$ cat src/rtl/mem_request_queue_pkg.sv
// Shared types and constants for the DRAM request queue: operation codes,
// DDR5 address-field positions and the address decode helper.
package mem_request_queue_pkg;

  // Nominal DDR5-4800 timing in clock cycles, consumed by the scheduler
  localparam int unsigned T_RCD_CK = 32'd39;
  localparam int unsigned T_RP_CK  = 32'd39;
  localparam int unsigned T_CL_CK  = 32'd40;
  localparam int unsigned T_RAS_CK = 32'd77;

  typedef enum logic [1:0] {
    READ   = 2'd0,
    WRITE  = 2'd1,
    IFETCH = 2'd2
  } op_t;

  localparam int unsigned CH_BIT     = 32'd6;
  localparam int unsigned BG_LSB     = 32'd7;
  localparam int unsigned BG_W       = 32'd3;
  localparam int unsigned BANK_LSB   = 32'd10;
  localparam int unsigned BANK_W     = 32'd2;
  localparam int unsigned ROW_LSB    = 32'd18;
  localparam int unsigned ROW_W      = 32'd16;
  localparam int unsigned COL_HI_LSB = 32'd12;
  localparam int unsigned COL_HI_W   = 32'd6;
  localparam int unsigned COL_LO_LSB = 32'd2;
  localparam int unsigned COL_LO_W   = 32'd4;
  localparam int unsigned DECODE_W   = 32'd34;

  typedef struct packed {
    logic                channel;
    logic [BG_W-1:0]     bg;
    logic [BANK_W-1:0]   bank;
    logic [ROW_W-1:0]    row;
    logic [COL_HI_W+COL_LO_W-1:0] col;
  } dram_addr_t;

  // Address bits [1:0] are below burst granularity and are not decoded
  function automatic dram_addr_t decode_addr(input logic [DECODE_W-1:0] addr);
    dram_addr_t d;
    d.channel = addr[CH_BIT];
    d.bg      = addr[BG_LSB +: BG_W];
    d.bank    = addr[BANK_LSB +: BANK_W];
    d.row     = addr[ROW_LSB +: ROW_W];
    d.col     = {addr[COL_HI_LSB +: COL_HI_W], addr[COL_LO_LSB +: COL_LO_W]};
    return d;
  endfunction

endpackage

$ cat src/rtl/mem_request_queue_req_fifo.sv
// Generic synchronous FIFO with wrap-bit pointers; occupancy, full and
// empty are registered from the next-state pointer difference.
module req_fifo #(
  parameter  int unsigned WIDTH = 32'd8,
  parameter  int unsigned DEPTH = 32'd16,
  localparam int unsigned PTR_W = $clog2(DEPTH),
  localparam int unsigned CNT_W = PTR_W + 32'd1
) (
  input  logic             clk,
  input  logic             rst_n,
  input  logic             push,
  input  logic             pop,
  input  logic [WIDTH-1:0] wr_data,
  output logic [WIDTH-1:0] rd_data,
  output logic [CNT_W-1:0] occupancy,
  output logic             full,
  output logic             empty
);

  localparam logic [PTR_W:0]   PTR_ONE   = {{PTR_W{1'b0}}, 1'b1};
  localparam logic [CNT_W-1:0] CNT_DEPTH = CNT_W'(DEPTH);
  localparam logic [CNT_W-1:0] CNT_ZERO  = {CNT_W{1'b0}};

  logic [WIDTH-1:0] mem_r [DEPTH];
  logic [PTR_W:0]   wr_ptr_r;
  logic [PTR_W:0]   rd_ptr_r;
  logic [PTR_W:0]   wr_ptr_next_s;
  logic [PTR_W:0]   rd_ptr_next_s;
  logic [CNT_W-1:0] occ_next_s;
  logic [CNT_W-1:0] occ_r;
  logic             full_r;
  logic             empty_r;
  logic             do_push_s;
  logic             do_pop_s;

  // A push is never accepted at full, even if a pop happens in the same cycle
  assign do_push_s = push && !full_r;
  assign do_pop_s  = pop && !empty_r;

  // Next-state pointers and the occupancy they imply
  always_comb begin
    wr_ptr_next_s = wr_ptr_r;
    rd_ptr_next_s = rd_ptr_r;
    if (do_push_s) begin
      wr_ptr_next_s = wr_ptr_r + PTR_ONE;
    end else begin
      wr_ptr_next_s = wr_ptr_r;
    end
    if (do_pop_s) begin
      rd_ptr_next_s = rd_ptr_r + PTR_ONE;
    end else begin
      rd_ptr_next_s = rd_ptr_r;
    end
    occ_next_s = wr_ptr_next_s - rd_ptr_next_s;
  end

  // Pointer and flag registers
  always_ff @(posedge clk or negedge rst_n) begin
    if (!rst_n) begin
      wr_ptr_r <= {(PTR_W+1){1'b0}};
      rd_ptr_r <= {(PTR_W+1){1'b0}};
      occ_r    <= CNT_ZERO;
      full_r   <= 1'b0;
      empty_r  <= 1'b1;
    end else begin
      wr_ptr_r <= wr_ptr_next_s;
      rd_ptr_r <= rd_ptr_next_s;
      occ_r    <= occ_next_s;
      full_r   <= (occ_next_s == CNT_DEPTH);
      empty_r  <= (occ_next_s == CNT_ZERO);
    end
  end

  // Entry storage; contents need no reset because the pointers gate them
  always_ff @(posedge clk) begin
    if (do_push_s) begin
      mem_r[wr_ptr_r[PTR_W-1:0]] <= wr_data;
    end
  end

  assign rd_data   = mem_r[rd_ptr_r[PTR_W-1:0]];
  assign occupancy = occ_r;
  assign full      = full_r;
  assign empty     = empty_r;

endmodule

$ cat src/rtl/mem_request_queue.sv
// Time-gated request queue in front of the DRAM scheduler: holds requests
// until CPU time reaches their arrival stamp and presents decoded DDR5 fields.
module mem_request_queue
  import mem_request_queue_pkg::*;
#(
  parameter  int unsigned DEPTH    = 32'd16,
  parameter  int unsigned TIME_W   = 32'd64,
  parameter  int unsigned ADDR_W   = 32'd36,
  parameter  int unsigned MAX_CORE = 32'd12,
  localparam int unsigned CNT_W    = $clog2(DEPTH) + 32'd1
) (
  input  logic              clk,
  input  logic              rst_n,
  input  logic              in_valid,
  output logic              in_ready,
  input  logic [TIME_W-1:0] in_time,
  input  logic [3:0]        in_core,
  input  logic [1:0]        in_op,
  input  logic [ADDR_W-1:0] in_addr,
  output logic              out_valid,
  input  logic              out_ready,
  output logic [1:0]        out_op,
  output logic [3:0]        out_core,
  output logic [ADDR_W-1:0] out_addr,
  output logic              out_channel,
  output logic [2:0]        out_bg,
  output logic [1:0]        out_bank,
  output logic [15:0]       out_row,
  output logic [9:0]        out_col,
  output logic [TIME_W-1:0] cpu_time,
  output logic [CNT_W-1:0]  occupancy,
  output logic              full,
  output logic              empty,
  output logic              err_illegal,
  output logic              err_order,
  output logic [7:0]        drop_count
);

  typedef struct packed {
    logic [TIME_W-1:0] arr_time;
    logic [3:0]        core;
    logic [1:0]        op;
    logic [ADDR_W-1:0] addr;
  } entry_t;

  localparam int unsigned     ENTRY_W  = $bits(entry_t);
  localparam logic [TIME_W-1:0] TIME_ONE = {{(TIME_W-1){1'b0}}, 1'b1};

  entry_t            wr_entry_s;
  entry_t            head_s;
  dram_addr_t        head_dec_s;
  logic              fifo_full_s;
  logic              fifo_empty_s;
  logic [CNT_W-1:0]  fifo_occ_s;
  logic              op_ok_s;
  logic              core_ok_s;
  logic              accept_s;
  logic              push_s;
  logic              drop_s;
  logic              eligible_s;
  logic              pop_s;
  logic [TIME_W-1:0] cpu_time_r;
  logic [TIME_W-1:0] last_time_r;
  logic              err_illegal_r;
  logic              err_order_r;
  logic [7:0]        drop_count_r;

  // Request legality: opcode must be a known operation and core ID in range
  always_comb begin
    op_ok_s = 1'b0;
    case (op_t'(in_op))
      READ, WRITE, IFETCH: op_ok_s = 1'b1;
      default:             op_ok_s = 1'b0;
    endcase
    core_ok_s = (32'(in_core) < MAX_CORE);
  end

  assign in_ready   = !fifo_full_s;
  assign accept_s   = in_valid && in_ready;
  assign push_s     = accept_s && op_ok_s && core_ok_s;
  assign drop_s     = accept_s && !(op_ok_s && core_ok_s);
  assign wr_entry_s = '{arr_time: in_time, core: in_core, op: in_op, addr: in_addr};

  // Head is eligible only once CPU time has caught up with its arrival stamp
  assign eligible_s = !fifo_empty_s && (head_s.arr_time <= cpu_time_r);
  assign pop_s      = eligible_s && out_ready;

  req_fifo #(
    .WIDTH (ENTRY_W),
    .DEPTH (DEPTH)
  ) u_req_fifo (
    .clk       (clk),
    .rst_n     (rst_n),
    .push      (push_s),
    .pop       (pop_s),
    .wr_data   (wr_entry_s),
    .rd_data   (head_s),
    .occupancy (fifo_occ_s),
    .full      (fifo_full_s),
    .empty     (fifo_empty_s)
  );

  // Free-running CPU time, wrapping naturally at 2^TIME_W
  always_ff @(posedge clk or negedge rst_n) begin
    if (!rst_n) begin
      cpu_time_r <= {TIME_W{1'b0}};
    end else begin
      cpu_time_r <= cpu_time_r + TIME_ONE;
    end
  end

  // Arrival-order tracking and sticky error flags
  always_ff @(posedge clk or negedge rst_n) begin
    if (!rst_n) begin
      last_time_r   <= {TIME_W{1'b0}};
      err_order_r   <= 1'b0;
      err_illegal_r <= 1'b0;
      drop_count_r  <= 8'd0;
    end else begin
      if (push_s) begin
        last_time_r <= in_time;
        if (in_time < last_time_r) begin
          err_order_r <= 1'b1;
        end
      end
      if (drop_s) begin
        err_illegal_r <= 1'b1;
        if (drop_count_r != 8'hFF) begin
          drop_count_r <= drop_count_r + 8'd1;
        end
      end
    end
  end

  // Decode of the head address; fields are meaningless while empty
  always_comb begin
    head_dec_s = decode_addr(head_s.addr[DECODE_W-1:0]);
  end

  assign out_valid   = eligible_s;
  assign out_op      = head_s.op;
  assign out_core    = head_s.core;
  assign out_addr    = head_s.addr;
  assign out_channel = head_dec_s.channel;
  assign out_bg      = head_dec_s.bg;
  assign out_bank    = head_dec_s.bank;
  assign out_row     = head_dec_s.row;
  assign out_col     = head_dec_s.col;
  assign cpu_time    = cpu_time_r;
  assign occupancy   = fifo_occ_s;
  assign full        = fifo_full_s;
  assign empty       = fifo_empty_s;
  assign err_illegal = err_illegal_r;
  assign err_order   = err_order_r;
  assign drop_count  = drop_count_r;

endmodule
$ cat config.mk
export PLATFORM = sky130hd
export DESIGN_NAME = mem_request_queue
export DESIGN_NICKNAME = d
export VERILOG_FILES = /design/src/rtl/mem_request_queue_pkg.sv /design/src/rtl/mem_request_queue_req_fifo.sv /design/src/rtl/mem_request_queue.sv
export SDC_FILE = /design/constraint.sdc
export NUM_CORES = 2
export LEC_CHECK = 0
export CAP_MARGIN = 10
export CORE_UTILIZATION = 53
export DETAILED_ROUTE_END_ITERATION = 10
export PLACE_DENSITY = 0.79
export SLEW_MARGIN = 20
export SYNTH_ARGS = -nofsm -noshare
export SYNTH_HDL_FRONTEND = slang
export SYNTH_HIERARCHICAL = 1
export SYNTH_SLANG_ARGS = --single-unit
$ cat constraint.sdc
create_clock -name clk -period 13.6 [get_ports clk]
set_input_delay 2.72 -clock clk [delete_from_list [all_inputs] [get_ports clk]]
set_output_delay 2.72 -clock clk [all_outputs]
set_load 0.1 [all_outputs]
==> flow_summary.yaml <==
layout:
  final_common_cell: "edfxtp_1"
  drive_gt1_share_pct: 19.67
  syn_to_final_growth_pct: 14.26
  final_cell_mix: "edfxtp_1 (1696), mux4_2 (424), clkdlybuf4s50_1 (264), nand2_1 (214), a22oi_1 (213)"
  fin_nets: 4188
critical_path:
  critPathKind: "flip-flop to output port"
  crit_arrival_ns: 7.44
  timing.reg2reg.setup_slack_ns: 5.34
  reg2reg_depth: 21
  crit_path_start_kind: "flip-flop"
  path_max_fanout: 163
  r2r-start: "u_req_fifo/rd_ptr_r[1]"
  r2r-end: "u_req_fifo/empty"
  worst_ep_required_time_ns: 10.88
  end_kind: "output port"
  critPathLaunch: "u_req_fifo/rd_ptr_r[1]"
clock_network:
  post-cts-setup-buffer-count: 0
  cts_made_buffers: 177
  clk_pin_slew_ns: 0.06
  h-tree-depth: 4
  clock_latency_ns: 0.82
  clockRootBuffer: "clkbuf_16"
  cts_sinks: 1851
  cts_tree: "built"
  cts_buffer_depth: 3
  holdBufCountCts: 0
  cts_resized: 0
global_routing:
  grt-ovfl-total: 0
  antenna_found_initial: 23
  grt_pass1_vias: 38310
  globalRouteTotalUtil_pct: 25.44
  grt_pass1_wl_um: 256300
  grt_max_degree: 164
synth:
  synth_area_leaders: "edfxtp_1 (70%), mux4_2 (13%), dfrtp_1 (5.3%)"
  synth-seq-area-share_pct: 75.01
  synth_top_family_by_area: "multiplexers"
  synthMuxAreaShare_pct: 13.11
  yosysWarnings: 6
  synth_seq_cells: 1851
  synth-main-ff-cell: "edfxtp_1"
  synth_xor_area_share_pct: 0.9795
  yosys.area.top_type: "edfxtp_1"
  syn_nets: 3881
  netlist_instances: 3632
  synth-edff-count: 1696
  synth_area_per_cell_um2: 20.12
  async_reset_ff_share_pct: 8.374
  synth_cell_types: 66
  synthAdderAreaFrac_pct: 2.390
  synth_simple_gate_area_share_pct: 2.885
  yosysTopAreaCellShare_pct: 69.70
  syn_area_um2: 73070
  synth_compound_area_share_pct: 3.606
sta:
  worstMarginPinSlew_ns: 1.152
  finalHoldViolCount: 0
  totalNegativeSetupSlack_ns: 0
  slew_headroom_pct: 23.20
  slew_viol_final: 0
  max_freq_mhz: 98.46
  setup-violations-final: 0
  rsz0062_at_grt: "false"
  finalClockSkew_ns: 0.02497
  fin_hold_ws_ns: 0.4675
  finalCritPeriodShare_pct: 74.68
  min_period_ns: 10.16
worst_hold_path:
  hp-class: "flip-flop to flip-flop"
  hp-start: "err_illegal"
  min_to: "err_illegal"
  whs_path_depth: 1
die:
  floorplan.die_area_um2: 139400
  core_area_um2: 136100
  die_h_um: 373.3
  chipWidth_um: 373.3
  rows: 135
  start_util_pct: 53.67
  ioPinCount: 267
drt:
  firstDrtPassIters: 5
  routedWlPerCell_um: 30.00
  route.detailed.drc: 0
  wl_um: 176300
  drt_iter0_drc: 4362
  avgViaCountPerCell: 6.393
  antenna_left: 0
  vias: 37570
pwr:
  peakVddDrop_mv: 0.4521
  switchingPower_uw: 6699
  p_sw_share_pct: 36.53
  p_per_area_nw_per_um2: 219.7
  p_int_uw: 11640
  p_leak_uw: 0.02757
  p_clk_share_pct: 27.1
  p_comb_share_pct: 36.2
  pwr-share-seq_pct: 36.7
status:
  status: "completed"
placement:
  dpl.hpwl_um: 91860
  gp_congestion: 0.7959
  port_buffers: 266
run:
  cap_viol_max_count: 0
[state kept, by name (all words and copies together), names as in the netlist]
signal                cells
cpu_time                 64
drop_count                8
err_illegal               1
err_order                 1
last_time_r              64
u_req_fifo/empty          1
u_req_fifo/full           1
u_req_fifo/mem_r       1696
u_req_fifo/occupancy      5
u_req_fifo/rd_ptr_r       5
u_req_fifo/wr_ptr_r       5
[power by group through the flow]
stage / Clock, uW / Combinational, uW / Sequential, uW
after floorplan: 0 / 4920 / 6890
after global placement: 0 / 6480 / 6820
after detailed placement: 0 / 6560 / 6840
after CTS: 5030 / 6650 / 6730
after global routing: 5250 / 6970 / 6750
final: 4970 / 6640 / 6730
[layout make-up]
type	instances	area [um2]
flip-flops and latches	1851	54820
fillers	9037	52650
multi-input cells	1446	16850
clock buffers	225	4720
repair buffers	321	3152
well taps	1781	2228
clock inverters	102	1167
inverters	142	535.5
diodes	8	20.02
[worst max path at each step]
stage	slack [ns]	cells after the start	endpoint
5_1_grt	3.13	12	out_valid
4_1_cts	3.51	13	out_valid
2_1_floorplan	6.14	9	u_req_fifo/mem_r[0][0]
3_3_place_gp	4.55	13	out_valid
3_5_place_dp	4.46	13	out_valid
6_report	3.44	13	out_valid
[routing by layer]
metal | part of all wire (%) | GRT usage, % | vias up
met5 | 0.087 | 0 | -
met4 | 3.1 | 9.108 | 26
met3 | 11 | 6.352 | 359
met2 | 49 | 40.76 | 2277
met1 | 37 | 34.15 | 19520
li1 | - | - | 15390
[critical path, stage by stage (launching register included)]
cell and delay [ns]:
dfrtp_4 0.88, buf_12 0.76, buf_4 0.75, mux4_2 0.41, a22oi_1 0.21, nand2_1 0.10
ha_1 0.33, a21oi_1 0.19, o21ai_0 0.11, a211oi_1 0.74, o21a_1 0.24, o211ai_1 0.12
nand2_1 0.28, clkdlybuf4s50_1 1.20
[cell families (layout without fill, tap and decap cells)]
logic type	after synthesis	after routing
AO/OA/AOI/OAI	390	390
AND/OR/NAND/NOR	411	411
XOR/XNOR	79	79
flip-flops	1851	1851
buffers and inverters	335	790
multiplexers	427	427
other	0	8
adder cells (fa/ha/maj)	139	139
[per-stage QoR]
step	std cells	worst slack, ns	util, %	instance area (um2)	power (uW)
6_report	5876	3.444	61.33	83490	18340
5_1_grt	5876	3.132	61.33	83490	18970
4_1_cts	5868	3.513	61.31	83470	18410
3_5_place_dp	5541	4.458	56.99	77580	13400
3_3_place_gp	5541	4.551	56.98	77580	13300
2_1_floorplan	3632	6.142	-	73070	11810
[cell usage after synthesis (3+ instances only)]
library cell and instances:
nand2_1 214, a21o_1 31, nor3b_1 4, nor3_1 11
and4_1 4, edfxtp_1 1696, nand3_2 3, o211ai_1 3
clkbuf_1 88, ha_1 138, buf_4 37, inv_1 141
mux4_2 424, xor2_1 6, o21ai_0 78, a211oi_1 6
buf_1 18, nor3_2 6, xnor2_1 71, and3_1 8
nor4_1 8, nand3_1 32, dfrtp_1 154, a21oi_1 42
nor2b_1 7, nand4_1 40, buf_2 48, a221oi_1 3
nor4_2 5, and2_1 14, and2_2 3, a22oi_1 213
nor2_1 28, or3_1 4, or2_2 4
(Power assumes the default switching activity.)
